## src/rtl/axi_dma_w_split.sv

```systemverilog
// -----------------------------------------------------------------------------
// axi_dma_w_split
//
// Multi-burst AXI4 write DMA engine. Takes one command (base byte address and
// total beat count) plus a valid/ready data stream. It splits the transfer into
// INCR bursts. Each burst is limited by MAX_BURST and by the 4 KB page that
// holds the current address. Bursts go out one at a time on AW/W/B, so the next
// AW is issued only after the previous B response.
//
// Optional feature (macro AXI_DMA_W_ERR_ABORT_EN):
//   defined   - a non-OKAY bresp ends the command right after that response.
//   undefined - a non-OKAY bresp only sets the sticky error flag, and every
//               burst of the command still completes.
//
// Ports:
//   clk, rst              clock, synchronous active-high reset
//   start                 command pulse, honoured only while busy=0
//   cmd_addr, cmd_total   base byte address (forced to bus alignment), beats
//   busy, done, error     command in progress, end-of-command pulse, sticky
//                         bresp error flag (cleared on an accepted start)
//   s_valid/s_ready/s_data/s_strb   upstream write-data stream
//   m_axi_aw*             AXI write-address channel (constant fields fixed)
//   m_axi_w*              AXI write-data channel (pass-through of the stream)
//   m_axi_b*              AXI write-response channel
// -----------------------------------------------------------------------------
module axi_dma_w_split #(
    parameter int ADDR_W    = 32,
    parameter int DATA_W    = 256,
    parameter int LEN_W     = 8,
    parameter int TOTAL_W   = 16,
    parameter int MAX_BURST = 16
) (
    input  logic                  clk,
    input  logic                  rst,
    input  logic                  start,
    input  logic [ADDR_W-1:0]     cmd_addr,
    input  logic [TOTAL_W-1:0]    cmd_total,
    output logic                  busy,
    output logic                  done,
    output logic                  error,
    input  logic                  s_valid,
    output logic                  s_ready,
    input  logic [DATA_W-1:0]     s_data,
    input  logic [DATA_W/8-1:0]   s_strb,
    output logic [3:0]            m_axi_awid,
    output logic [ADDR_W-1:0]     m_axi_awaddr,
    output logic [LEN_W-1:0]      m_axi_awlen,
    output logic [2:0]            m_axi_awsize,
    output logic [1:0]            m_axi_awburst,
    output logic                  m_axi_awlock,
    output logic [3:0]            m_axi_awcache,
    output logic [2:0]            m_axi_awprot,
    output logic [3:0]            m_axi_awqos,
    output logic                  m_axi_awvalid,
    input  logic                  m_axi_awready,
    output logic [DATA_W-1:0]     m_axi_wdata,
    output logic [DATA_W/8-1:0]   m_axi_wstrb,
    output logic                  m_axi_wlast,
    output logic                  m_axi_wvalid,
    input  logic                  m_axi_wready,
    input  logic [1:0]            m_axi_bresp,
    input  logic                  m_axi_bvalid,
    output logic                  m_axi_bready
);

    localparam int BYTES = DATA_W / 8;
    localparam int SIZE  = $clog2(BYTES);
    // A burst may be 2^LEN_W beats long, so it needs one bit more than awlen.
    localparam int BW    = LEN_W + 1;
    // Wide enough for the remaining count and for the 4 KB page beat count.
    localparam int CW    = (TOTAL_W > 13) ? TOTAL_W : 13;

`ifdef AXI_DMA_W_ERR_ABORT_EN
    localparam logic ABORT_EN = 1'b1;
`else
    localparam logic ABORT_EN = 1'b0;
`endif

    typedef enum logic [1:0] {
        IDLE = 2'd0,
        ADDR = 2'd1,
        DATA = 2'd2,
        RESP = 2'd3
    } state_t;

    state_t               state_q, state_d;
    logic [ADDR_W-1:0]    addr_q, addr_d;
    logic [TOTAL_W-1:0]   remaining_q, remaining_d;
    logic [BW-1:0]        burst_q, burst_d;
    logic [BW-1:0]        beat_q, beat_d;
    logic                 busy_q, busy_d;
    logic                 done_q, done_d;
    logic                 error_q, error_d;

    logic [12:0]          page_beats_s;
    logic [CW-1:0]        rem_ext_s, max_ext_s, page_ext_s, min1_s, min2_s;
    logic [BW-1:0]        burst_s;
    logic                 w_hs_s;
    logic                 last_beat_s;
    logic                 bad_resp_s;

    // Burst size = min(remaining, MAX_BURST, beats left in the current 4 KB page)
    always_comb begin
        page_beats_s = (13'd4096 - {1'b0, addr_q[11:0]}) >> SIZE;
        rem_ext_s    = CW'(remaining_q);
        max_ext_s    = CW'(MAX_BURST);
        page_ext_s   = CW'(page_beats_s);
        min1_s       = (rem_ext_s < max_ext_s) ? rem_ext_s : max_ext_s;
        min2_s       = (page_ext_s < min1_s) ? page_ext_s : min1_s;
        burst_s      = BW'(min2_s);
    end

    assign w_hs_s      = (state_q == DATA) && s_valid && m_axi_wready;
    assign last_beat_s = (beat_q == (burst_q - BW'(1)));
    assign bad_resp_s  = (m_axi_bresp != 2'b00);

    // AW channel: constant attributes, and a payload that stays stable while in ADDR
    assign m_axi_awid    = 4'd0;
    assign m_axi_awsize  = 3'(SIZE);
    assign m_axi_awburst = 2'b01;
    assign m_axi_awlock  = 1'b0;
    assign m_axi_awcache = 4'h2;
    assign m_axi_awprot  = 3'b010;
    assign m_axi_awqos   = 4'd0;
    assign m_axi_awvalid = (state_q == ADDR);
    assign m_axi_awaddr  = addr_q;
    assign m_axi_awlen   = LEN_W'(burst_s - BW'(1));

    // W channel: the stream passes straight through, but only while in DATA
    assign m_axi_wvalid  = (state_q == DATA) && s_valid;
    assign s_ready       = (state_q == DATA) && m_axi_wready;
    assign m_axi_wdata   = s_data;
    assign m_axi_wstrb   = s_strb;
    assign m_axi_wlast   = (state_q == DATA) && last_beat_s;

    assign m_axi_bready  = (state_q == RESP);

    assign busy  = busy_q;
    assign done  = done_q;
    assign error = error_q;

    // Next-state and datapath updates for the command/burst sequencer
    always_comb begin
        state_d     = state_q;
        addr_d      = addr_q;
        remaining_d = remaining_q;
        burst_d     = burst_q;
        beat_d      = beat_q;
        busy_d      = busy_q;
        done_d      = 1'b0;
        error_d     = error_q;
        case (state_q)
            IDLE: begin
                if (start) begin
                    error_d = 1'b0;
                    if (cmd_total != {TOTAL_W{1'b0}}) begin
                        addr_d      = cmd_addr & ~ADDR_W'(BYTES - 1);
                        remaining_d = cmd_total;
                        busy_d      = 1'b1;
                        state_d     = ADDR;
                    end else begin
                        // An empty command finishes at once with no AXI traffic.
                        done_d = 1'b1;
                    end
                end else begin
                    state_d = IDLE;
                end
            end
            ADDR: begin
                if (m_axi_awready) begin
                    burst_d = burst_s;
                    beat_d  = {BW{1'b0}};
                    state_d = DATA;
                end else begin
                    state_d = ADDR;
                end
            end
            DATA: begin
                if (w_hs_s) begin
                    if (last_beat_s) begin
                        addr_d      = addr_q + (ADDR_W'(burst_q) << SIZE);
                        remaining_d = remaining_q - TOTAL_W'(burst_q);
                        state_d     = RESP;
                    end else begin
                        beat_d = beat_q + BW'(1);
                    end
                end else begin
                    state_d = DATA;
                end
            end
            RESP: begin
                if (m_axi_bvalid) begin
                    error_d = error_q | bad_resp_s;
                    if ((remaining_q == {TOTAL_W{1'b0}}) || (ABORT_EN && bad_resp_s)) begin
                        busy_d  = 1'b0;
                        done_d  = 1'b1;
                        state_d = IDLE;
                    end else begin
                        state_d = ADDR;
                    end
                end else begin
                    state_d = RESP;
                end
            end
            default: begin
                state_d = IDLE;
            end
        endcase
    end

    // State and datapath registers; reset drops any transfer in flight at once
    always_ff @(posedge clk) begin
        if (rst) begin
            state_q     <= IDLE;
            addr_q      <= {ADDR_W{1'b0}};
            remaining_q <= {TOTAL_W{1'b0}};
            burst_q     <= {BW{1'b0}};
            beat_q      <= {BW{1'b0}};
            busy_q      <= 1'b0;
            done_q      <= 1'b0;
            error_q     <= 1'b0;
        end else begin
            state_q     <= state_d;
            addr_q      <= addr_d;
            remaining_q <= remaining_d;
            burst_q     <= burst_d;
            beat_q      <= beat_d;
            busy_q      <= busy_d;
            done_q      <= done_d;
            error_q     <= error_d;
        end
    end

endmodule

```

## config.mk

```make
export PLATFORM = sky130hd
export DESIGN_NAME = axi_dma_w_split
export DESIGN_NICKNAME = d
export VERILOG_FILES = /design/src/rtl/axi_dma_w_split.sv
export SDC_FILE = /design/constraint.sdc
export NUM_CORES = 1
export LEC_CHECK = 0
export BUFFER_PORTS_ARGS = -buffer_cell sky130_fd_sc_hd__buf_2
export CORE_AREA = 3 3 271 273
export CTS_CLUSTER_DIAMETER = 80
export CTS_CLUSTER_SIZE = 16
export DETAILED_ROUTE_END_ITERATION = 16
export DIE_AREA = 0 0 274 276
export PLACE_DENSITY = 0.37
export SLEW_MARGIN = 20
export SYNTH_ARGS = -nofsm -noshare
export SYNTH_HDL_FRONTEND = slang
export SYNTH_SLANG_ARGS = --single-unit
```

## constraint.sdc

```tcl
create_clock -name clk -period 5.3 [get_ports clk]
set_input_delay 1.06 -clock clk [delete_from_list [all_inputs] [get_ports clk]]
set_output_delay 1.06 -clock clk [all_outputs]
set_load 0.005 [all_outputs]
```

After elaboration in Yosys (flattened, before gate mapping)
Cells that the tools add are included.
{"block": "classes", "add_sub_neg": 6, "multipliers": 0, "div": 0, "n_lt_le_gt_ge": 2, "n_eq_ne": 14, "shift": 0, "muxes": 37, "n_bitwise": 1, "reduce_logical": 17}
{"cell": "$mux W32", "count": 4}
{"cell": "$mux W16", "count": 5}
{"cell": "$pmux W32 S2", "count": 1}
{"cell": "$mux W9", "count": 4}
{"cell": "$add A32 B14 Y32", "count": 1}
{"cell": "$pmux W16 S2", "count": 1}
{"cell": "$pmux W9 S2", "count": 1}
{"cell": "$logic_not A16 Y1", "count": 1}
{"cell": "$lt A16 B5 Y1 const B", "count": 1}
{"cell": "$lt A8 B16 Y1", "count": 1}
{"cell": "$reduce_bool A16 Y1", "count": 1}
{"cell": "$sub A16 B9 Y16", "count": 1}
{"cell": "$sub A13 B12 Y13 const A", "count": 1}
{"cell": "$mux W2", "count": 6}
{"cell": "$ne A2 B2 Y1 const B", "count": 6}
{"cell": "$mux W1", "count": 11}
{"cell": "$reduce_and A5 Y1", "count": 2}
{"cell": "$add A9 B1 Y9 const B", "count": 1}
{"cell": "$eq A9 B9 Y1", "count": 1}
{"cell": "$sub A9 B1 Y9 const B", "count": 1}
{"cell": "$pmux W2 S4", "count": 1}
{"cell": "$reduce_bool A2 Y1", "count": 4}
{"cell": "$sub A8 B1 Y8 const B", "count": 1}
{"cell": "$ne A3 B3 Y1 const B", "count": 2}
{"cell": "10 further kinds", "count": 18}
{"block": "word_totals", "ff_bits": 71, "latchBits": 0, "ramBits": 0, "mem_bits_ro": 0, "word_cells": 85, "n_memories": 0}

Depth between registers and ports, before layout
Gate-level depths: netlist of run 1.
{"block": "depth", "depth_word": 5, "mapped_depth": 18, "mapped_depth_nobuf": 17}

Worst setup path before layout of run 1
Ideal clock, no wire load.
{"block": "synth_path", "path_kind": "reg2out", "start": "reg remaining_q[10] (netlist: rem_ext_s[10])", "end": "out m_axi_awlen[4]", "t_arrival_ns": 3.616, "required_ns": 4.240, "setup_slack_ns": 0.624, "path_stages_with_launch": 17, "path_buffers": 2, "cell_sequence": "dfxtp_1 -> or4_1 -> nor4_1 -> clkbuf_1 -> nand2_1 -> ha_1 -> o211ai_1 -> nor2_1 -> a2111oi_4 -> buf_2 -> nor2_1 -> a21oi_1 -> ha_1 -> nand2b_1 -> o22ai_1 -> nor2_1 -> a31oi_1"}
{"block": "synth_via", "elab_chain_len": 5}
{"element": "from (decl)", "line": "88", "source": "logic [TOTAL_W-1:0] remaining_q, remaining_d;"}
{"element": "from (signal assigned)", "line": "216", "source": "remaining_q <= {TOTAL_W{1'b0}};"}
{"element": "from (signal assigned)", "line": "225", "source": "remaining_q <= remaining_d;"}
{"element": "$lt A16 B5 Y1", "line": "108", "source": "min1_s = (rem_ext_s < max_ext_s) ? rem_ext_s : max_ext_s;"}
{"element": "$mux W16 (*)", "line": "108"}
{"element": "$lt A8 B16 Y1", "line": "109", "source": "min2_s = (page_ext_s < min1_s) ? page_ext_s : min1_s;"}
{"element": "$mux W9 (*)", "line": "109"}
{"element": "$sub A8 B1 Y8 (*)", "line": "127", "source": "assign m_axi_awlen = LEN_W'(burst_s - BW'(1));"}
{"element": "to (decl)", "line": "47", "source": "output logic [LEN_W-1:0] m_axi_awlen,"}
Mark *: on every way between the ends. The rest lies on a longest branch, timed or not.

Worst setup path in the final report of run 1
{"block": "layout_path", "start": "reg remaining_q[4] (netlist: rem_ext_s[4])", "end": "out m_axi_awlen[4]"}
Same word-level chain as after synthesis.

==> impl_metrics.toml, run 1 <==
[worst_setup_path]
crit_chain = "or4_1 -> nor4_4 -> buf_6 -> nand2_1 -> ha_1 -> o211ai_1 -> nor2_1 -> a2111oi_4 -> buf_6 -> a21oi_2 -> ha_2 -> buf_4 -> a31o_2 -> a31oi_2 -> buf_4 -> buf_2"
critical-path-max-stage-delay_ns = 0.58
worstSetupStartpointType = "flop"
required_ns = 4.24
end_kind = "output pin"
critPathBufInv = 5
critical_path.top_delay_family = "compound AO/OA/AOI/OAI gates"
cp_slowest_cell = "or4_1"
worst-endpoint-arrival_ns = 3.99
crit_fanout = 6
worstSetupPathType = "reg2out"

[final_layout]
most_frequent_cells_in_the_layout = "96 x buf_2, 66 x dfxtp_1, 61 x nor2_1, 58 x nand2_1, 52 x a21oi_1"
finish.instance_area_um2 = 7460
fillerInstances = 8351
most_common_library_cell_in_the_layout_ignoring_fill_and_taps = "buf_2"
ratio_of_cells_with_drive_above_1_in_the_final_layout_pct = 19.1
fin_nets = 1195
area_growth_syn_to_layout_pct = -1.94

[run]
maxCapViolations = 0

[global_route]
grt_start_max_net_pins = 65
grt_util_all_layers_pct = 7.42
via_count_of_the_first_global_routing_pass = 5957
grt_first_pass_wirelength_um = 41200
overflow = 0
grt_antenna_before_repair = 5

[clocking]
clock_sink_count = 66
cts_root_buf = "clkbuf_16"
depth_of_the_cts_h_tree = 3
cts-root-to-sink-buffers = 2
tritoncts = "done"
cts_inserted_buffers = 9
clk_pin_slew_worst_paths_ns = 0.06
clock_insertion_delay_worst_skew_ns = 0.36

[sta]
final_period_demand_of_the_worst_path_ns = 5.05
tightestPinTransition_ns = 1.08
clock-skew-final_ns = 0.0126
max_slew_margin_pct = 27.1
setup_viol_count_final = 0
max_freq_ghz = 0.198
timing.final.crit_share_pct = 95.3
slew_viol_final = 0
final_hold_viol_count = 0

[pwr]
powerDensity_nw_per_um2 = 280
sw_pwr_mw = 0.763
power.sequential.fraction_pct = 28.3
clockPowerShare_pct = 35.3
vdd_ir_drop_max_mv = 0.150
leak_pwr_nw = 2.61
power.combinational.fraction_pct = 36.4
cell_internal_pwr_mw = 1.33
power.share.switching_pct = 36.5
total_power_mw = 2.09

[synth]
synth-seq-area-share_pct = 17.4
yosys.cell_types.count = 66
synth-async-reset-ratio_pct = 0
yosys_warnings = 0
post_synth_instance_area_um2 = 7610
postSynth.topFlopCell = "dfxtp_1"
synth-xor-area-share_pct = 2.99
synthesized_area_fraction_occupied_by_adder_cells_pct = 6.28
synth.avg_cell_area_um2 = 7.59
synth_top_area_share_pct = 31.1
synth.area.top_cells = "buf_4 31%, dfxtp_1 17%, ha_1 5.8%"
post_synthesis_instance_total = 1003
number_of_enable_type_register_cells_in_the_synthesized_netlist = 0
synth_top_area_cell = "buf_4"
main_combinational_cell_family_by_area_after_synthesis = "buffers and inverters"
total_of_flip_flops_plus_latches_after_synthesis = 66
synth_area_in_compound_gates_pct = 19.4
yosys-mux-area-fraction_pct = 1.60
post_synth_and_or_nand_nor_area_fraction_pct = 17.6

[placed_design]
port_buffers = 94
finalWeightedCongestion = 0.771
place.detailed.hpwl_um = 23000
dpl-instance-area_um2 = 7010

[status]
status = "finished, final reports clean"

[min_path]
min_delay_path_class = "reg2reg"

[drt]
viasPerCell = 3.38
remaining_drc_errors = 0
detail_route.wirelength_um = 29200
antenna_violating_nets_post_route = 0
vias = 5986
drt-initial-drc-count = 164
drt_first_pass_iters = 4
post_drt_wl_per_cell_um = 16.5

[floorplan]
start_util_pct = 10.7
coreArea_um2 = 71400
core_rows = 98
io_pins = 702
dieHeight_um = 276
die-area_um2 = 75600
die_width_um = 274
[worst reg2reg max path, stage by stage, from the launching register on]
cell and delay (ns):
dfxtp_1 0.50, ha_1 0.24, inv_1 0.06, fa_1 0.39
nor2b_1 0.23, o2111ai_1 0.18, a32oi_1 0.82, nand3_1 0.47
o31a_1 0.36, o21ai_0 0.16, a21oi_1 0.09
[area by class of cell]
cell class | instances | area (um2) | share of cell area [%]
clock buffer | 10 | 229 | 3.07
tap | 950 | 1190 | 15.9
antenna | 2 | 5.00 | 0.0671
sequential | 66 | 1320 | 17.7
multi-input combinational | 579 | 3790 | 50.8
clock inverter | 6 | 115 | 1.54
timing repair buffer | 122 | 683 | 9.16
inverter | 35 | 131 | 1.76
[cells in the mapped netlist, types with 3 or more instances]
master	number
o22ai_1	9
a31oi_1	6
ha_1	35
or4_1	8
nor4b_1	5
o31ai_1	5
inv_1	35
nand4_1	15
a2111oi_2	3
nor3_1	19
xnor2_1	17
nand2b_1	7
o211ai_1	8
buf_4	315
nand2_1	58
a21oi_1	54
buf_2	9
nor4_1	9
o31a_1	3
nor3b_1	6
and4_1	4
mux2i_1	11
nand3b_1	4
dfxtp_1	66
clkbuf_1	24
o32ai_1	5
and2_1	10
nand3_1	24
a311oi_1	8
a211oi_1	36
nor2b_1	13
a21o_1	5
or3_1	8
a211o_1	6
and3_1	5
o21ai_0	38
nor2_1	61
xor2_1	9
o21a_1	5
[path summary, 6_finish.rpt]
kind | start | endpoint | slack, ns | cells past startpoint
max | rem_ext_s[4] | m_axi_awlen[4] | 0.25 | 16
min | rem_ext_s[8] | rem_ext_s[8] | 0.48 | 2
max reg2reg | burst_q[0] | m_axi_awaddr[29] | 1.65 | 10
min reg2reg | rem_ext_s[8] | rem_ext_s[8] | 0.48 | 2
[kinds of logic (layout without fill, tap and decap cells)]
| family | after synthesis | count (layout) |
|---|---|---|
| multiplexers | 12 | 12 |
| AO/OA/AOI/OAI | 214 | 214 |
| adder cells (fa/ha/maj) | 37 | 37 |
| XOR/XNOR | 26 | 26 |
| other | 2 | 31 |
| AND/OR/NAND/NOR | 261 | 261 |
| buffers and inverters | 385 | 173 |
| flip-flops | 66 | 66 |
[state kept, by name (all words and copies together), names as in the netlist]
signal,flops
rem_ext_s,16
beat_q,9
burst_q,9
state_q,2
done,1
busy,1
error,1
m_axi_awaddr,27
[stage by stage]
stage,utilization (%),instances,TNS (ns),worst slack [ns],hold WS [ns]
2_1_floorplan,-,1030,0,0.624,0.450
5_1_grt,10.4,1768,-0.00599,-0.00599,0.524
4_1_cts,10.3,1760,0,0.0506,0.483
3_5_place_dp,9.82,1743,0,0.256,0.475
6_report,10.5,1770,0,0.251,0.478
3_3_place_gp,9.82,1743,0,0.154,0.472
[layer usage]
layer  track usage (%)  part of all wire, %  wire (um)
met1              8.03                   39      11500
met2              12.2                   47      13800
met3              3.29                  9.2       2690
met4              3.81                  4.1       1190
met5             0.513                0.045         13
[power groups by stage]
stage          Sequential [mW]  Combinational [mW]  Clock [mW]
2_1_floorplan            0.586               0.638           0
3_5_place_dp             0.603               0.736           0
4_1_cts                  0.592               0.750       0.768
5_1_grt                  0.598               0.863       0.785
3_3_place_gp             0.602               0.737           0
6_report                 0.592               0.761       0.736
[repair_timing]
item	4_1_cts	5_1_grt
resized for setup	3	6
setup buffers	0	8
hold buffers	0	0
pin swaps	0	4
cloned	1	0
endpoints found under the setup margin	2	3
No activity file was read; power rests on OpenSTA's default activity.
==> inputs of run 2 (changes only) <==
BUFFER_PORTS_ARGS = unset   (was -buffer_cell sky130_fd_sc_hd__buf_2)
DONT_BUFFER_PORTS = 1   (was unset)
PLACE_DENSITY = 0.3   (was 0.37)
==> run 2 against run 1 <==
Final cell count is 4.8% lower. Worst setup slack better by 0.021 ns. Fmax grew 0.41%. Die area is the same. Clock skew is 0.0020 ns lower. First-iteration DRC count up 39%. Sequential cell count unchanged. Largest cell class unchanged. Highest routed layer unchanged. Clock power down 20%. Sequential share of layout area up 1.1 points.
==> impl_metrics.toml, run 2 (same netlist as run 1, synthesis figures left out) <==
[worst_setup_path]
required_ns = 4.24
worst-endpoint-arrival_ns = 3.97
cp_slowest_cell = "or4_1"
worstSetupPathType = "reg2out"
crit_chain = "or3_1 -> or4_1 -> and2_1 -> ha_1 -> a21o_1 -> a21oi_1 -> nor2b_1 -> a2111oi_4 -> buf_4 -> buf_4 -> mux2_2 -> a31o_2 -> a31oi_2 -> buf_4 -> buf_4"
worst-r2r-setup-slack_ns = 1.41
r2r_end = "m_axi_awaddr[21]"
rr_startpoint = "burst_q[1]"
crit_fanout = 6
timing.critical_path.mode_cell = "buf_4"
worstSetupStartpointType = "flop"
ff2ff_path_depth = 10
end_kind = "output pin"
critical-path-max-stage-delay_ns = 0.45

[sta]
fin_worst_hold_slack_ns = 0.510
slew_viol_final = 0
final_hold_viol_count = 0
max_freq_ghz = 0.199
timing.final.crit_share_pct = 94.9
max_slew_margin_pct = 35.5
clock-skew-final_ns = 0.0106
final_period_demand_of_the_worst_path_ns = 5.03
setup-tns-final_ns = 0
tightestPinTransition_ns = 0.960
setup_viol_count_final = 0
setup_repair_after_global_routing_missed_its_margin = "false"

[global_route]
grt_start_max_net_pins = 66
grt_util_all_layers_pct = 7.59
via_count_of_the_first_global_routing_pass = 5637
grt_antenna_before_repair = 2
grt_first_pass_wirelength_um = 41200
overflow = 0

[status]
status = "finished, final reports clean"

[drt]
vias = 5666
viasPerCell = 3.36
dr_wl_met3_um = 3250
drt-initial-drc-count = 228
remaining_drc_errors = 0
routedLengthMet1_um = 11400
post_drt_wl_per_cell_um = 17.4
topRoutingLayerUsed = "met5"
met2_wirelength_um = 13400
antenna_violating_nets_post_route = 0
detail_route.wirelength_um = 29300
drt_first_pass_iters = 4

[clocking]
tritoncts = "done"
cts_root_buf = "clkbuf_16"
cts_inserted_buffers = 9
clock_insertion_delay_worst_skew_ns = 0.37
clk_pin_slew_worst_paths_ns = 0.06
cts-root-to-sink-buffers = 2
clock_sink_count = 66
depth_of_the_cts_h_tree = 3

[floorplan]
coreArea_um2 = 71400
io_pins = 702
die-area_um2 = 75600
die_width_um = 274
dieHeight_um = 276
core_rows = 98
start_util_pct = 10.7

[final_layout]
antenna_cells = 0
ratio_of_cells_with_drive_above_1_in_the_final_layout_pct = 10.5
fillerInstances = 8355
fin_nets = 1112
largest_register_ffs = 27
most_frequent_cells_in_the_layout = "66 x dfxtp_1, 61 x nor2_1, 58 x nand2_1, 52 x a21oi_1, 38 x buf_4"
most_common_library_cell_in_the_layout_ignoring_fill_and_taps = "dfxtp_1"
area_growth_syn_to_layout_pct = -7.50

[run]
maxCapViolations = 0

[min_path]
hold_end = "rem_ext_s[8]"
hold-path-cell-count = 2
min_delay_path_class = "reg2reg"
hold_crit_start = "rem_ext_s[8]"

[pwr]
powerDensity_nw_per_um2 = 273
vdd_ir_drop_max_mv = 0.153
leak_pwr_nw = 2.23

[placed_design]
finalWeightedCongestion = 0.728
place.detailed.hpwl_um = 23300
port_buffers = 0
run 2: how the worst max path moves through the flow:
stage | start | endpoint
after floorplan | rem_ext_s[10] | m_axi_awlen[4]
after global routing | rem_ext_s[4] | m_axi_awlen[4]
after detailed placement | rem_ext_s[10] | m_axi_awlen[4]
final | m_axi_awaddr[7] | m_axi_awlen[4]
after global placement | rem_ext_s[10] | m_axi_awlen[4]
after CTS | rem_ext_s[10] | m_axi_awlen[4]
run 2: worst max-delay path, delay by kind of cell, from the launching register on:
family,cells,cell delay [ns]
AOI/OAI and AO/OA,5,0.98
muxes,1,0.33
adders and majority gates,1,0.22
and+or+nand+nor,4,1.19
DFF,1,0.31
buffers and inverters,4,0.56
run 2: per-layer routing:
layer,global-route usage (%),vias up
li1,-,2645
met1,8.11,2636
met2,11.9,285
met3,4.06,98
met4,4.26,2
met5,0.257,-
run 2: cell type report:
type | instances | area [um2] | area share, %
Multi-Input combinational cell | 579 | 3830 | 54.4
Inverter | 35 | 131 | 1.87
Tap cell | 950 | 1190 | 16.9
Clock buffer | 9 | 225 | 3.20
Timing Repair Buffer | 39 | 297 | 4.21
Sequential cell | 66 | 1320 | 18.8
Clock inverter | 7 | 43.8 | 0.622
run 2: power breakdown:
group	internal (mW)	leakage [nW]	switching (mW)
sequential	0.536	0.542	0.0561
combinational	0.322	1.55	0.418
clock	0.315	0.131	0.276
run 2: stage by stage:
| stage | worst slack (ns) | area [um2] | instances | util [%] | power [mW] |
|---|---|---|---|---|---|
| 2_1_floorplan | 0.624 | 7710 | 1030 | - | 1.22 |
| 3_3_place_gp | 0.191 | 6640 | 1661 | 9.30 | 1.31 |
| 3_5_place_dp | 0.189 | 6640 | 1661 | 9.30 | 1.31 |
| 4_1_cts | 0.0139 | 6970 | 1683 | 9.77 | 1.97 |
| 5_1_grt | 0.0382 | 7040 | 1685 | 9.86 | 2.09 |
| 6_report | 0.272 | 7040 | 1685 | 9.86 | 1.92 |
run 2: timing repair:
item / in CTS / in global routing
setup buffers: 6 / 2
setup endpoints to repair: 4 / 4
hold buffers: 0 / 0
pin swaps: 2 / 3
gates resized for setup: 5 / 8
==> inputs of run 3 (changes only) <==
==> constraint.sdc (replaced) <==
create_clock -name clk -period 5.3 [get_ports clk]
set_input_delay 0.53 -clock clk [delete_from_list [all_inputs] [get_ports clk]]
set_output_delay 0.53 -clock clk [all_outputs]
set_load 0.005 [all_outputs]
==> run 3 against run 2 <==
Clock skew shrank 0.0018 ns. Core utilization shrank 0.26 points. First-iteration DRC count grew 39%. Global-route usage grew 0.078 points.
==> impl_metrics.toml, run 3 (same netlist as run 1, synthesis figures left out) <==
[final_layout]
fillerInstances = 8335
multi_input_area_um2 = 3760
area_growth_syn_to_layout_pct = -9.92
most_frequent_cells_in_the_layout = "66 x dfxtp_1, 61 x nor2_1, 58 x nand2_1, 54 x a21oi_1, 37 x o21ai_0"
largest_register_ffs = 27
ratio_of_cells_with_drive_above_1_in_the_final_layout_pct = 6.96
seqCellArea_um2 = 1320
most_common_library_cell_in_the_layout_ignoring_fill_and_taps = "dfxtp_1"
fin_nets = 1095

[drt]
antenna_violating_nets_post_route = 0
vias = 5610
post_drt_wl_per_cell_um = 17.7
viasPerCell = 3.36
drt_first_pass_iters = 4
drt-initial-drc-count = 316
detail_route.wirelength_um = 29500
remaining_drc_errors = 0

[worst_setup_path]
worstSetupStartpointType = "flop"
worstSetupPathType = "reg2out"
worst-r2r-setup-slack_ns = 1.48
timing.critical_path.mode_cell = "nor2_1"
worst-endpoint-arrival_ns = 4.24
cp_slowest_cell = "or4_1"
crit_chain = "or4_1 -> nor4_1 -> buf_4 -> nand2_1 -> ha_1 -> o211ai_1 -> nor2_1 -> a2111oi_4 -> nor2_1 -> a21oi_1 -> ha_1 -> nand2b_1 -> o22ai_1 -> nor2_1 -> a31oi_1 -> buf_4"
critical_path.top_delay_family = "simple AND/OR/NAND/NOR gates"
crit_fanout = 11
required_ns = 4.77
critPathBufInv = 2
end_kind = "output pin"
critical-path-max-stage-delay_ns = 0.60

[placed_design]
finalWeightedCongestion = 0.741
port_buffers = 0
place.detailed.hpwl_um = 23500

[global_route]
grt_start_max_net_pins = 66
grt_antenna_before_repair = 3
via_count_of_the_first_global_routing_pass = 5587
grt_util_all_layers_pct = 7.67
overflow = 0
grt_first_pass_wirelength_um = 41500

[sta]
tightestPinTransition_ns = 0.941
slew_viol_final = 0
max_slew_margin_pct = 36.8
fin_worst_hold_slack_ns = 0.247
final_period_demand_of_the_worst_path_ns = 4.77
timing.final.crit_share_pct = 90.1
max_freq_ghz = 0.210
setup-tns-final_ns = 0
setup_viol_count_final = 0
final_hold_viol_count = 0
setup_repair_after_global_routing_missed_its_margin = "false"
clock-skew-final_ns = 0.00878

[clocking]
clock_sink_count = 66
cts_root_buf = "clkbuf_16"
post_cts_hold_buffer_count = 0
cts-root-to-sink-buffers = 2
cts-resized-gates = 0
postCtsSetupBuffers = 0
depth_of_the_cts_h_tree = 3
clock_insertion_delay_worst_skew_ns = 0.37
tritoncts = "done"
cts_inserted_buffers = 9
clk_pin_slew_worst_paths_ns = 0.07

[pwr]
leak_pwr_nw = 2.14
powerDensity_nw_per_um2 = 270
vdd_ir_drop_max_mv = 0.145

[run]
maxCapViolations = 0

[floorplan]
dieHeight_um = 276
start_util_pct = 10.7
io_pins = 702
die_width_um = 274
die-area_um2 = 75600
coreArea_um2 = 71400
core_rows = 98

[status]
status = "finished, final reports clean"

[min_path]
min_delay_path_class = "in2reg"
[run 3: through the flow]
step | setup WS [ns] | area [um2] | instances | util [%] | total power, mW
after floorplan | 1.15 | 7710 | 1030 | - | 1.22
after CTS | 0.364 | 6850 | 1668 | 9.60 | 1.91
after global routing | 0.0795 | 6850 | 1669 | 9.60 | 2.00
final | 0.527 | 6850 | 1669 | 9.60 | 1.85
after global placement | 0.787 | 6580 | 1652 | 9.22 | 1.29
after detailed placement | 0.806 | 6580 | 1652 | 9.22 | 1.29
[run 3: final timing paths]
path                      start  cells after the start          endpoint
setup / recovery  rem_ext_s[10]                     16    m_axi_awlen[4]
hold / removal              rst                      1  m_axi_awaddr[25]
setup reg to reg     burst_q[1]                     10   m_axi_awaddr[8]
hold reg to reg    rem_ext_s[8]                      2      rem_ext_s[8]
[run 3: layout make-up]
class	instances	area share, %
clock inverter	6	0.602
multi-input combinational	579	54.9
antenna	1	0.0365
inverter	35	1.92
tap	950	17.3
sequential	66	19.3
clock buffer	10	3.34
timing repair buffer	22	2.59
[run 3: worst register-to-register path, delay by kind of cell, from the launching register on]
kind | cells | cell delay, ns
compound gates | 2 | 1.20
fa+ha+maj | 1 | 0.25
buf+inv | 2 | 0.64
flops | 1 | 0.43
simple gates | 5 | 1.22
[run 3: per-layer routing]
| layer | vias up | track usage [%] | share of wire (%) |
|---|---|---|---|
| met2 | 281 | 11.7 | 45 |
| met5 | - | 0 | 0 |
| met3 | 104 | 3.93 | 11 |
| met1 | 2613 | 8.46 | 39 |
| li1 | 2612 | - | - |
| met4 | 0 | 4.67 | 5.1 |
[run 3: where the power goes]
part / internal (mW) / total (mW) / switching [mW]
Combinational: 0.260 / 0.654 / 0.393
Sequential: 0.536 / 0.599 / 0.0636
Clock: 0.317 / 0.599 / 0.282
